--- src/rtl/fsc_pkg.sv ---
// Shared types and helpers for the frame swap controller.
//   fsc_state_e : controller FSM states
//   IDX_W       : width of a buffer index
//   free_idx()  : returns the third index of {0,1,2} given two distinct ones
package fsc_pkg;

  localparam int unsigned IDX_W = 2;

  typedef enum logic [1:0] {
    S_START    = 2'd0,
    S_RENDER   = 2'd1,
    S_WAIT_VBL = 2'd2
  } fsc_state_e;

  // Indices 0+1+2 sum to 3, so the missing one is 3 - a - b.
  function automatic logic [IDX_W-1:0] free_idx(input logic [IDX_W-1:0] a,
                                                input logic [IDX_W-1:0] b);
    return IDX_W'(2'd3 - a - b);
  endfunction

endpackage

--- src/rtl/frame_swap_controller_if.sv ---
// Bus bundle between the frame swap controller and its surroundings
// (VGA timing, GPU handshake, frame buffer ports, pixel and statistics out).
//   slave  : the controller side
//   master : the environment side (VGA controller, GPU, frame buffers)
interface frame_swap_controller_if #(
  parameter int unsigned DATA_W      = 4,
  parameter int unsigned NUM_BUFFERS = 2,
  parameter int unsigned STAT_W      = 16
);

  logic                               vga_vs;
  logic                               vga_blank;
  logic                               gpu_we;
  logic                               gpu_done;
  logic [NUM_BUFFERS*DATA_W-1:0]      buf_rd_data;
  logic [NUM_BUFFERS-1:0]             buf_we;
  logic                               gpu_start;
  logic [fsc_pkg::IDX_W-1:0]          write_idx;
  logic [fsc_pkg::IDX_W-1:0]          disp_idx;
  logic [DATA_W-1:0]                  vga_r;
  logic [DATA_W-1:0]                  vga_g;
  logic [DATA_W-1:0]                  vga_b;
  logic [STAT_W-1:0]                  frame_count;
  logic [STAT_W-1:0]                  drop_count;

  modport slave (
    input  vga_vs, vga_blank, gpu_we, gpu_done, buf_rd_data,
    output buf_we, gpu_start, write_idx, disp_idx,
           vga_r, vga_g, vga_b, frame_count, drop_count
  );

  modport master (
    output vga_vs, vga_blank, gpu_we, gpu_done, buf_rd_data,
    input  buf_we, gpu_start, write_idx, disp_idx,
           vga_r, vga_g, vga_b, frame_count, drop_count
  );

endinterface

--- src/rtl/fsc_pixel_mux.sv ---
// Selects the scan-out buffer's read data and blanks it outside the active area.
//   rd_data_i : packed read data, buffer i at [i*DATA_W +: DATA_W]
//   sel_i     : index of the buffer being displayed
//   blank_i   : 1 = active display region
//   pix_c     : gated pixel (combinational)
module fsc_pixel_mux
  import fsc_pkg::*;
#(
  parameter int unsigned DATA_W      = 4,
  parameter int unsigned NUM_BUFFERS = 2
) (
  input  logic [NUM_BUFFERS*DATA_W-1:0] rd_data_i,
  input  logic [IDX_W-1:0]              sel_i,
  input  logic                          blank_i,
  output logic [DATA_W-1:0]             pix_c
);

  // Loop compare keeps an out-of-range index from slicing past the bus.
  always_comb begin
    pix_c = '0;
    for (int unsigned i = 0; i < NUM_BUFFERS; i++) begin
      if (blank_i && (sel_i == IDX_W'(i))) pix_c = rd_data_i[i*DATA_W +: DATA_W];
    end
  end

endmodule

--- src/rtl/frame_swap_controller.sv ---
// Double/triple frame buffer director: owns display/write/ready roles, the
// gpu_start/gpu_done handshake, vblank-synchronised swaps, write-enable
// steering and the blanked pixel path to the VGA outputs.
//   Clk   : system clock (rising edge)
//   Reset : synchronous active-low reset
//   bus   : frame_swap_controller_if.slave (VGA, GPU, buffer and stats signals)
// Build option: define FRAME_STATS_EN to implement frame_count/drop_count;
// otherwise both read 0 and no counter flops exist.
module frame_swap_controller
  import fsc_pkg::*;
#(
  parameter int unsigned DATA_W      = 4,
  parameter int unsigned NUM_BUFFERS = 2,
  parameter int unsigned STAT_W      = 16
) (
  input  logic                    Clk,
  input  logic                    Reset,
  frame_swap_controller_if.slave  bus
);

  localparam bit TRIPLE = (NUM_BUFFERS == 3);

  if ((NUM_BUFFERS != 2) && (NUM_BUFFERS != 3)) begin : g_bad_cfg
    $error("frame_swap_controller: NUM_BUFFERS must be 2 or 3");
  end

  fsc_state_e       state_q, state_d;
  logic [IDX_W-1:0] disp_q, disp_d;
  logic [IDX_W-1:0] write_q, write_d;
  logic [IDX_W-1:0] ready_q, ready_d;
  logic             ready_valid_q, ready_valid_d;
  logic             gpu_start_q, gpu_start_d;
  logic             vs_q;
  logic             vbl;
  logic             frame_inc;
  logic             drop_inc;
  logic [NUM_BUFFERS-1:0] buf_we_c;
  logic [DATA_W-1:0]      pix_c;

  // vs_q resets high so a vga_vs already high at reset release is not an edge.
  assign vbl = bus.vga_vs & ~vs_q;

  // State register.
  always_ff @(posedge Clk) begin
    if (!Reset) begin
      state_q       <= S_START;
      disp_q        <= IDX_W'(0);
      write_q       <= IDX_W'(1);
      ready_q       <= IDX_W'(2);
      ready_valid_q <= 1'b0;
      gpu_start_q   <= 1'b0;
      vs_q          <= 1'b1;
    end else begin
      state_q       <= state_d;
      disp_q        <= disp_d;
      write_q       <= write_d;
      ready_q       <= ready_d;
      ready_valid_q <= ready_valid_d;
      gpu_start_q   <= gpu_start_d;
      vs_q          <= bus.vga_vs;
    end
  end

  // Next-state logic; in triple mode the vblank promotion is applied first
  // so a gpu_done in the same cycle sees the updated roles.
  always_comb begin
    state_d       = state_q;
    disp_d        = disp_q;
    write_d       = write_q;
    ready_d       = ready_q;
    ready_valid_d = ready_valid_q;
    gpu_start_d   = 1'b0;
    frame_inc     = 1'b0;
    drop_inc      = 1'b0;

    if (TRIPLE && vbl && ready_valid_q) begin
      disp_d        = ready_q;
      ready_d       = disp_q;
      ready_valid_d = 1'b0;
      frame_inc     = 1'b1;
    end

    case (state_q)
      S_START: begin
        gpu_start_d = 1'b1;
        state_d     = S_RENDER;
      end
      S_RENDER: begin
        if (bus.gpu_done) begin
          if (TRIPLE) begin
            if (!ready_valid_d) begin
              ready_d       = write_q;
              ready_valid_d = 1'b1;
              write_d       = free_idx(disp_d, write_q);
            end else begin
              // Newest frame replaces the unshown one, whose buffer is reused.
              write_d  = ready_d;
              ready_d  = write_q;
              drop_inc = 1'b1;
            end
            state_d = S_START;
          end else begin
            state_d = S_WAIT_VBL;
          end
        end
      end
      S_WAIT_VBL: begin
        if (vbl) begin
          disp_d    = write_q;
          write_d   = disp_q;
          frame_inc = 1'b1;
          state_d   = S_START;
        end
      end
      default: state_d = S_START;
    endcase
  end

  // Write enables: only the write buffer, and never while a finished frame waits.
  always_comb begin
    buf_we_c = '0;
    for (int unsigned i = 0; i < NUM_BUFFERS; i++) begin
      if ((state_q != S_WAIT_VBL) && (write_q == IDX_W'(i))) buf_we_c[i] = bus.gpu_we;
    end
  end

  fsc_pixel_mux #(
    .DATA_W      (DATA_W),
    .NUM_BUFFERS (NUM_BUFFERS)
  ) u_pixel_mux (
    .rd_data_i (bus.buf_rd_data),
    .sel_i     (disp_q),
    .blank_i   (bus.vga_blank),
    .pix_c     (pix_c)
  );

  assign bus.buf_we    = buf_we_c;
  assign bus.gpu_start = gpu_start_q;
  assign bus.write_idx = write_q;
  assign bus.disp_idx  = disp_q;
  assign bus.vga_r     = pix_c;
  assign bus.vga_g     = pix_c;
  assign bus.vga_b     = pix_c;

`ifdef FRAME_STATS_EN
  logic [STAT_W-1:0] frame_q, frame_d;
  logic [STAT_W-1:0] drop_q, drop_d;

  // Saturating statistics counters.
  always_comb begin
    frame_d = frame_q;
    drop_d  = drop_q;
    if (frame_inc && (frame_q != '1)) frame_d = frame_q + STAT_W'(1);
    if (drop_inc && (drop_q != '1))   drop_d  = drop_q + STAT_W'(1);
  end

  always_ff @(posedge Clk) begin
    if (!Reset) begin
      frame_q <= '0;
      drop_q  <= '0;
    end else begin
      frame_q <= frame_d;
      drop_q  <= drop_d;
    end
  end

  assign bus.frame_count = frame_q;
  assign bus.drop_count  = drop_q;
`else
  logic unused_stats;
  assign unused_stats    = frame_inc ^ drop_inc;
  assign bus.frame_count = '0;
  assign bus.drop_count  = '0;
`endif

endmodule

--- src/flat_wrapper.sv ---
// flat-port wrapper written by rule: the top's interface ports become plain ports
module frame_swap_controller_flat import fsc_pkg::*;
#(
  parameter int unsigned DATA_W      = 4,
  parameter int unsigned NUM_BUFFERS = 2,
  parameter int unsigned STAT_W      = 16
)
  (Clk, Reset, bus_vga_vs, bus_vga_blank, bus_gpu_we, bus_gpu_done, bus_buf_rd_data, bus_buf_we, bus_gpu_start, bus_write_idx, bus_disp_idx, bus_vga_r, bus_vga_g, bus_vga_b, bus_frame_count, bus_drop_count);
  frame_swap_controller_if #(.DATA_W(DATA_W), .NUM_BUFFERS(NUM_BUFFERS), .STAT_W(STAT_W)) bus_i ();
  input  logic Clk;
  input  logic Reset;
  input wire logic [$bits(bus_i.vga_vs)-1:0] bus_vga_vs;
  input wire logic [$bits(bus_i.vga_blank)-1:0] bus_vga_blank;
  input wire logic [$bits(bus_i.gpu_we)-1:0] bus_gpu_we;
  input wire logic [$bits(bus_i.gpu_done)-1:0] bus_gpu_done;
  input wire logic [$bits(bus_i.buf_rd_data)-1:0] bus_buf_rd_data;
  output wire logic [$bits(bus_i.buf_we)-1:0] bus_buf_we;
  output wire logic [$bits(bus_i.gpu_start)-1:0] bus_gpu_start;
  output wire logic [$bits(bus_i.write_idx)-1:0] bus_write_idx;
  output wire logic [$bits(bus_i.disp_idx)-1:0] bus_disp_idx;
  output wire logic [$bits(bus_i.vga_r)-1:0] bus_vga_r;
  output wire logic [$bits(bus_i.vga_g)-1:0] bus_vga_g;
  output wire logic [$bits(bus_i.vga_b)-1:0] bus_vga_b;
  output wire logic [$bits(bus_i.frame_count)-1:0] bus_frame_count;
  output wire logic [$bits(bus_i.drop_count)-1:0] bus_drop_count;
  assign bus_i.vga_vs = bus_vga_vs;
  assign bus_i.vga_blank = bus_vga_blank;
  assign bus_i.gpu_we = bus_gpu_we;
  assign bus_i.gpu_done = bus_gpu_done;
  assign bus_i.buf_rd_data = bus_buf_rd_data;
  assign bus_buf_we = bus_i.buf_we;
  assign bus_gpu_start = bus_i.gpu_start;
  assign bus_write_idx = bus_i.write_idx;
  assign bus_disp_idx = bus_i.disp_idx;
  assign bus_vga_r = bus_i.vga_r;
  assign bus_vga_g = bus_i.vga_g;
  assign bus_vga_b = bus_i.vga_b;
  assign bus_frame_count = bus_i.frame_count;
  assign bus_drop_count = bus_i.drop_count;
  frame_swap_controller #(.DATA_W(DATA_W), .NUM_BUFFERS(NUM_BUFFERS), .STAT_W(STAT_W)) u_core (.Clk(Clk), .Reset(Reset), .bus(bus_i));
endmodule
--- config.mk ---
export PLATFORM = sky130hd
export DESIGN_NAME = frame_swap_controller_flat
export DESIGN_NICKNAME = d
export VERILOG_FILES = /design/src/rtl/fsc_pkg.sv /design/src/rtl/frame_swap_controller_if.sv /design/src/rtl/fsc_pixel_mux.sv /design/src/rtl/frame_swap_controller.sv /design/src/flat_wrapper.sv
export SDC_FILE = /design/constraint.sdc
export NUM_CORES = 1
export LEC_CHECK = 0
export CAP_MARGIN = 20
export CORE_MARGIN = 1.5
export CORE_UTILIZATION = 30
export DETAILED_ROUTE_END_ITERATION = 16
export GPL_TIMING_DRIVEN = 0
export PLACE_DENSITY = 0.9
export SKIP_LAST_GASP = 1
export SLEW_MARGIN = 40
export SYNTH_ARGS = -nofsm -noshare
export SYNTH_HDL_FRONTEND = slang
export SYNTH_SLANG_ARGS = --single-unit
--- constraint.sdc ---
create_clock -name Clk -period 1.3 [get_ports Clk]
set_input_delay 0.325 -clock Clk [delete_from_list [all_inputs] [get_ports Clk]]
set_output_delay 0.325 -clock Clk [all_outputs]
set_load 0.02 [all_outputs]
==> impl_results.md <==
* Worst Path Arrival at between 1 and 1.5 ns
* Seq/Total Area, Yosys at 23.4%
* Routed Wire Length at 1.72 mm
* Antenna-violating nets left at 0
* Largest net degree at the start of global routing at 11
* Crit share post-route at 125%
* # hold bufs at CTS at 0
* GP Congestion at 0.606
* Setup violators final at 14
* CP Data Required Time at 0.98 ns
* CP startpoint kind: register
* RSZ-0062 raised after global routing: true
* Post-placement setup slack at -0.858 ns
* Die Y at 50.7 um
* Area occupied by multi-input gates at 429 um^2
* Clock Sinks at 8
* Fillers at 195
* Worst-path fanout max at 5
* Port Buffers at 31
* Slowest stage cell, crit path: dfxtp_2
* Fmax at 0.617 GHz
* PnR worst setup slack at -0.320 ns
* Via count at 665
* Register-to-register setup slack at ~0.06 ns
* Static leakage at between 0.7 and 0.8 nW
* Seq cells post-synth at 8
* Pins Over Slew Limit at 0
* Hold WS at 0.312 ns
* DRC viols at 0
* CTS tree: yes
* Failing checks: negative setup slack
* Placed cells at 174
* Syn avg cell area at roughly 8 um^2
* Crit path from: u_core.bus.disp_idx[0]
* Worst reg2reg path depth at 5
* Ant. Diodes at 0
* # IOs at 65
* Worst r2r src: u_core.state_q[0]
* Crit-path cells: buf_8, mux2i_4, nor2_4, buf_4, buf_6
* Worst skew pair latency at 0.25 ns
* Vias per Instance at 3.67
* Setup Crit Path Kind: register to output port
* Synth top area share at a little over two fifths
* Synth Instances at 84
* Peak supply drop at 0.000414 V
* Setup Skew at 0.00885 ns
* Setup crit end: bus_vga_g[3]
* DR pass1 iterations at 4
* Total GRT Usage at 13.8%
* CP max stage delay at 0.33 ns
* HP Class: primary input to register
* Clock buffer count from CTS at 3
* Final total power at 0.000849 W
* Die W at 50.7 um
* Max-cap violations at 0
* Mapped cell area at just under 700 um^2
* Sequential cell area at roughly 170 um^2
* Share of cells above drive strength 1 at 54.2%
* # H-tree levels at 1
* Effective utilization at floorplan at 31.2%
* Grt total ovfl at 0
* Most frequent cells in the layout: buf_4 (38), conb_1 (32), buf_6 (21)
* Initial antenna violation count at 0
* Fin nets at 169
* Final hold vios at 0
* Area Overhead vs Synth at 100%
* Power density over the cells at 621 nW/um^2
* Min cycle time layout at 1.62 ns
* Die ar. at 2570 um^2
* CTS max path bufs at 2
* CTS Root Cell: clkbuf_4
* Synth area leaders: buf_4 (44%), dfxtp_1 (23%), mux2i_1 (7.3%)
* Yosys cell types at 19
* Status: complete, but fails checks
* Endpoint class of the critical path: output port
* Post-route insts no fill at 181
* Core area at 2190 um^2
* Wire length per cell at 9.52 um
* # rows at 17
* First-pass GRT wire length at 2.57 mm
* Biggest area consumer among synthesized cells: buf_4
* Clock transition at the registers of the reported paths at 0.06 ns
* FF-to-FF End: u_core.bus.write_idx[0]
* Commonest non-fill, non-tap cell in the layout: buf_4
* YS warnings at 0
* Drt first-iter violations at 4
* Number of global-route vias before repair at 605
[worst min-delay path by stage]
| stage | from | endpoint | slack, ns | cells past startpoint |
|---|---|---|---|---|
| 6_report | bus_vga_vs | u_core.vs_q | 0.31 | 2 |
| 5_1_grt | bus_vga_vs | u_core.vs_q | 0.34 | 2 |
| 4_1_cts | Reset | u_core.bus.write_idx[0] | 0.38 | 2 |
| 3_5_place_dp | u_core.state_q[0] | u_core.bus.gpu_start | 0.46 | 1 |
| 3_3_place_gp | u_core.state_q[0] | u_core.bus.gpu_start | 0.45 | 1 |
| 2_1_floorplan | bus_gpu_done | u_core.state_q[0] | 0.42 | 1 |
[per-stage QoR]
step	setup TNS, ns	instance area [um^2]	util, %
after floorplan	-0.492	863	-
after global placement	-11.03	1210	55.2
after detailed placement	-11.80	1210	55.2
after CTS	-3.87	1340	61.1
after global routing	-4.26	1370	62.4
final	-3.45	1370	62.4
[layout make-up]
type	instances	area share, %
plain buffers	43	26.1
multi-input cells	64	31.4
flip-flops and latches	8	12.4
repair buffers	35	25.9
clock buffers	3	1.65
well taps	28	2.56
[synth_stat cells]
| library cell | n |
|---|---|
| buf_4 | 40 |
| dfxtp_1 | 8 |
| mux2i_1 | 5 |
| nand2_1 | 5 |
| nor2_1 | 5 |
| nand2b_1 | 4 |
| nand3_1 | 3 |
| o21ai_1 | 3 |
| a21oi_1 | 1 |
| and2_1 | 1 |
| and4b_1 | 1 |
| and4bb_1 | 1 |
| buf_2 | 1 |
| buf_6 | 1 |
| clkbuf_1 | 1 |
| conb_1 | 1 |
| nor2b_1 | 1 |
| nor4bb_1 | 1 |
| o22ai_1 | 1 |
[routing by layer]
layer	vias up	share of wire (%)	GRT usage, %	wire length [um]
li1	341	-	-	-
met1	276	30	11.2	516
met2	48	56	28.9	965
met3	0	14	6.55	243
met4	0	0	2.70	0
met5	-	0	0	0
[critical path, delay by kind of cell, from the launching register on]
kind / cells / cell delay [ns]
flops: 1 / 0.33
simple gates: 1 / 0.06
buf+inv: 3 / 0.40
mux: 1 / 0.26
[power breakdown]
group	total (W)	switching (W)	internal, W	leakage [nW]
Sequential	0.000263	0.00000705	0.000256	0.0675
Clock	0.000189	0.0000838	0.000106	0.0138
Combinational	0.000397	0.000194	0.000202	0.619
Total	0.000849	0.000285	0.000564	0.700
[sequential cells by signal, summed over array words and instances (netlist names)]
register,count
u_core.state_q,2
u_core.bus.disp_idx,2
u_core.bus.gpu_start,1
u_core.bus.write_idx,2
u_core.vs_q,1
[repair_timing]
item,4_1_cts,5_1_grt
gates resized for setup,114,6
pin swaps,5,3
hold endpoints to repair,0,0
buffers inserted,2,2
endpoints found under the setup margin,19,16
[kinds of logic after synthesis]
logic type      synth area share [%]
mux                             7.33
buf+inv                         46.9
other cells                    0.549
flops                           23.4
compound gates                  3.85
simple gates                    17.9
(Power assumes the default switching activity.)
==> RTL edit 1, RTL diff (same flow settings) <==
`STAT_W` is set to 16 in 3 places; all go to 32.
--- a/src/rtl/frame_swap_controller_if.sv
+++ b/src/rtl/frame_swap_controller_if.sv
@@ -7,3 +7,3 @@
   parameter int unsigned NUM_BUFFERS = 2,
-  parameter int unsigned STAT_W      = 16
+  parameter int unsigned STAT_W      = 32
 );
--- a/src/rtl/frame_swap_controller.sv
+++ b/src/rtl/frame_swap_controller.sv
@@ -13,3 +13,3 @@
   parameter int unsigned NUM_BUFFERS = 2,
-  parameter int unsigned STAT_W      = 16
+  parameter int unsigned STAT_W      = 32
 ) (
--- a/src/flat_wrapper.sv
+++ b/src/flat_wrapper.sv
@@ -5,3 +5,3 @@
   parameter int unsigned NUM_BUFFERS = 2,
-  parameter int unsigned STAT_W      = 16
+  parameter int unsigned STAT_W      = 32
 )
Ports: changed (resized bus_drop_count and bus_frame_count); port bits go from 65 to 97. The function was not compared with the original's and may differ.
==> RTL edit 1 against the original RTL <==
The flow still finishes with violations (negative setup slack). Wire length up 14%. Sequential cell count unchanged. Via count up 20%. Worst setup slack better by 23 ps. Clock skew down 6.6 ps. Die area up 33%. Maximum frequency up 1.5%. Clock power down 3%. Total power up 17%. Synthesized area up 35%. Largest power group unchanged. Cell count up 37%. Design area up 26%.
==> RTL edit 1: results (changes against the original RTL) <==
Seq/Total Area, Yosys 17.34% (was 23.44%); CP arrival 1270 ps (was 1300 ps); Final WS setup -297.1 ps (was -320.3 ps); synth cell count leaders buf_4 (72), dfxtp_1 (8), mux2i_1 (5), nand2_1 (5), nor2_1 (5) (was buf_4 (40), dfxtp_1 (8), mux2i_1 (5), nand2_1 (5), nor2_1 (5)); violated checks negative setup slack (unchanged); DP Area 1573 sq um (was 1209 sq um); TritonRoute pass-1 iters 2 (was 4); final WL 1.959 mm (was 1.724 mm); Hold Crit Endpoint u_core.vs_q$_SDFF_PN1_ (unchanged); Inst Count DP 241 (was 174); Nets 233 (was 169); final setup skew 2.210 ps (was 8.853 ps); number of global-route vias before repair 646 (was 605); GP Congestion 0.6378 (was 0.6063); Avg Cell Area, Syn 7.960 sq um (was 8.133 sq um); Hold Crit Depth 2 (unchanged); Pleak 0.9758 nW (was 0.7000 nW); Post-Layout Cell Count 248 (was 181); Fillers 272 (was 195); pin count of the biggest net entering global routing 11 (unchanged); Setup TNS Final -3331 ps (was -3453 ps); share of cells above drive strength 1 52.07% (was 54.25%); CTS Buf Count 3 (unchanged); cells on worst reg2reg path 5 (unchanged); Critical R2R Launch u_core.state_q[0]$_SDFFE_PN0P_ (unchanged); synth top area cells buf_4 (59%), dfxtp_1 (17%), mux2i_1 (5.4%) (was buf_4 (44%), dfxtp_1 (23%), mux2i_1 (7.3%)); initial antenna violation count 0 (unchanged); vias 801 (was 665); Overall Global Routing Usage 10.64% (was 13.78%); delay-heaviest family, CP buffers and inverters (unchanged); VDD IR max 0.4236 mV (was 0.4136 mV); input/output buffers 31 (unchanged); worst hold slack 321.8 ps (was 312.5 ps); Synth Flop Type dfxtp_1 (unchanged); r2r setup slk 100 ps (was 60 ps); first-pass GRT wire length 2.766 mm (was 2.573 mm); First DRT Iteration DRCs 5 (was 4); final-report setup violation count 14 (unchanged); status finished, violations left (unchanged)
## RTL edit 1: where the power goes
group          switching (W)  internal [W]
combinational       0.000289      0.000263
clock              0.0000778      0.000105
sequential        0.00000573      0.000255
## RTL edit 1: how the worst max path moves through the flow
stage	slack (ps)	start	end
after floorplan	-110	u_core.bus.disp_idx[0]$_SDFFE_PN0P_	bus_vga_g[0]
after global placement	-840	bus_vga_blank	bus_vga_g[2]
after detailed placement	-870	bus_vga_blank	bus_vga_g[2]
after CTS	-310	u_core.bus.disp_idx[0]$_SDFFE_PN0P_	bus_vga_r[2]
after global routing	-360	u_core.bus.disp_idx[0]$_SDFFE_PN0P_	bus_vga_g[1]
final	-300	u_core.bus.disp_idx[0]$_SDFFE_PN0P_	bus_vga_r[3]
## RTL edit 1: metrics by stage
step           utilization, %  setup slack [ps]
5_1_grt                 60.77            -358.5
4_1_cts                 59.93            -310.3
2_1_floorplan               -            -110.0
3_5_place_dp            55.59            -870.7
6_report                60.77            -297.1
3_3_place_gp            55.59            -835.8
## RTL edit 1: kinds of logic after synthesis
logic type | count (synthesis) | share of synthesized area (%)
other cells | 1 | 0.4061
flops | 8 | 17.34
simple gates | 22 | 13.28
compound gates | 5 | 2.845
mux | 5 | 5.420
buf+inv | 75 | 60.70
## RTL edit 1: repair_timing
action / in CTS / in global routing
setup endpoints to repair: 19 / 18
setup buffers: 3 / 1
gates resized for setup: 110 / 7
pin swaps: 6 / 4
## RTL edit 1: cell type report
class / count / share of cell area [%]
plain buffers: 75 / 34.93
clock buffers: 3 / 1.310
repair buffers: 35 / 19.72
multi-input cells: 96 / 31.95
flip-flops and latches: 8 / 9.825
well taps: 31 / 2.256
## RTL edit 1: per-layer routing
layer,up-vias,share of wire [%],track usage [%]
met1,313,28,8.835
met5,-,0,0
met2,55,55,21.51
li1,433,-,-
met3,0,17,5.934
met4,0,0,1.993
==> RTL edit 2, RTL diff (config.mk and constraints unchanged) <==
Made on the original files. Encoding of `fsc_state_e`: now one-hot (3 bits for 3 states).
--- a/src/rtl/fsc_pkg.sv
+++ b/src/rtl/fsc_pkg.sv
@@ -8,6 +8,6 @@
 
-  typedef enum logic [1:0] {
-    S_START    = 2'd0,
-    S_RENDER   = 2'd1,
-    S_WAIT_VBL = 2'd2
+  typedef enum logic [2:0] {
+    S_START    = 3'b001,
+    S_RENDER   = 3'b010,
+    S_WAIT_VBL = 3'b100
   } fsc_state_e;
Behaviour: same outputs for any inputs over 10 cycles, from zero or initial values and one cycle with Reset low; not proved beyond that.
==> RTL edit 2 against the original RTL <==
The run still ends with negative setup slack left. Sequential cell count rose by 1. Worst setup slack lost 44 ps. Design area is 7.7% higher. Wire length grew 18%. Synthesized area rose by 9.7%. Worst hold slack improved by 110 ps. Total power is 11% higher. Register-to-register slack got worse by 40 ps.
==> RTL edit 2: results (changes against the original RTL) <==
power share of the sequential group 33.2% (was 31.0%); multi-input combinational area share 33.56% (was 31.38%); GP Congestion 0.6963 (was 0.6063); Logic inverters 2 (was 0); post_cts resized 113 (was 114); final WL 2.026 mm (was 1.724 mm); Detail Route met3 WL 156 microns (was 243 microns); number of global-route vias before repair 635 (was 605); mux contribution to synthesized area 8.013% (was 7.326%); final setup skew 1.493 ps (was 8.853 ps); WL met1 649 microns (was 516 microns); VDD IR max 0.4011 mV (was 0.4136 mV); crit path from u_core.bus.disp_idx[0]$_SDFFE_PN0P_ (unchanged); Clock Sinks 9 (was 8); critical path endpoint bus_vga_g[2] (was bus_vga_g[3]); Critical R2R Launch u_core.state_q[0]$_SDFFE_PN1P_ (was u_core.state_q[0]$_SDFFE_PN0P_); pin count of the biggest net entering global routing 10 (was 11); final-report setup violation count 14 (unchanged); post-CTS setup buffer count 4 (was 2); post-synth cell types 24 (was 19); CLK BUF 4 (was 3); Clock transition at path regs 60 ps (about the same); CP arrival 1340 ps (was 1300 ps); clk tree area frac 1.784% (was 1.647%); Seq/Total Area, Yosys 24.04% (was 23.44%); violated checks negative setup slack (unchanged); vias 745 (was 665); Place WS -881.2 ps (was -857.6 ps); internal power 0.0006233 W (was 0.0005642 W); Fillers 185 (was 195); total area of sequential cells 192.7 sq um (was 170.2 sq um); share of cells above drive strength 1 52.76% (was 54.25%); compound-cell area share of the yosys netlist 4.841% (was 3.846%); NonClk Buf Share 48.68% (was 51.97%); Detailed Place HPWL 1.494 mm; first-pass GRT wire length 2.822 mm (was 2.573 mm); met1 usage 12.86% (was 11.17%); Pleak 0.7431 nW (was 0.7000 nW); synth top area cells buf_4 (40%), dfxtp_1 (24%), mux2i_1 (8.0%) (was buf_4 (44%), dfxtp_1 (23%), mux2i_1 (7.3%)); Worst Hold Launch Reset (was bus_vga_vs); Final WS setup -364.8 ps (was -320.3 ps); met3 Track Usage GR 3.390% (was 6.548%); Max Used Layer met4 (was met3); met2 Resource Use GR 28.54% (was 28.95%); Repair and plain buffers 79 (was 78); comb_multi_in 69 (was 64); Nets 178 (was 169); worst hold slack 417.7 ps (was 312.5 ps); metal2 WL 1.190 mm (was 965 microns); First DRT Iteration DRCs 10 (was 4); Overall Global Routing Usage 13.94% (was 13.78%); status finished, violations left (unchanged); r2r setup slk 20 ps (was 60 ps); synth cell count leaders buf_4 (40), dfxtp_1 (9), mux2i_1 (6), nor2_1 (5) (was buf_4 (40), dfxtp_1 (8), mux2i_1 (5), nand2_1 (5), nor2_1 (5))
[RTL edit 2: cell count changes in the layout (fill, tap and decap cells not counted), sizes merged, moves of 2 or more]
| cell | before | now |
|---|---|---|
| and2b | 0 | 2 |
| clkbuf | 4 | 7 |
| clkdlybuf4s15 | 3 | 1 |
| clkdlybuf4s50 | 8 | 10 |
| inv | 0 | 2 |
| nand3 | 3 | 1 |
| nor3b | 0 | 2 |
| nor4b | 0 | 2 |
[RTL edit 2: cell families (layout without fill, tap and decap cells)]
logic type	count (synthesis)	in the layout
buffers and inverters	44	85
and+or+nand+nor	25	25
DFF	9	9
AOI/OAI and AO/OA	6	6
muxes	6	6
other	1	32
[RTL edit 2: stage by stage]
stage               TNS, ps  cell area (sq um)  power (W)  instances  util [%]
finish                -4143               1473  0.0009447        191     64.71
detailed placement   -12470               1270  0.0006740        181     55.80
floorplan            -916.7              924.6  0.0005741        122         -
global route          -4831               1473   0.001001        191     64.71
global placement     -11950               1270  0.0006652        181     55.80
CTS                   -4131               1436  0.0009235        189     63.11
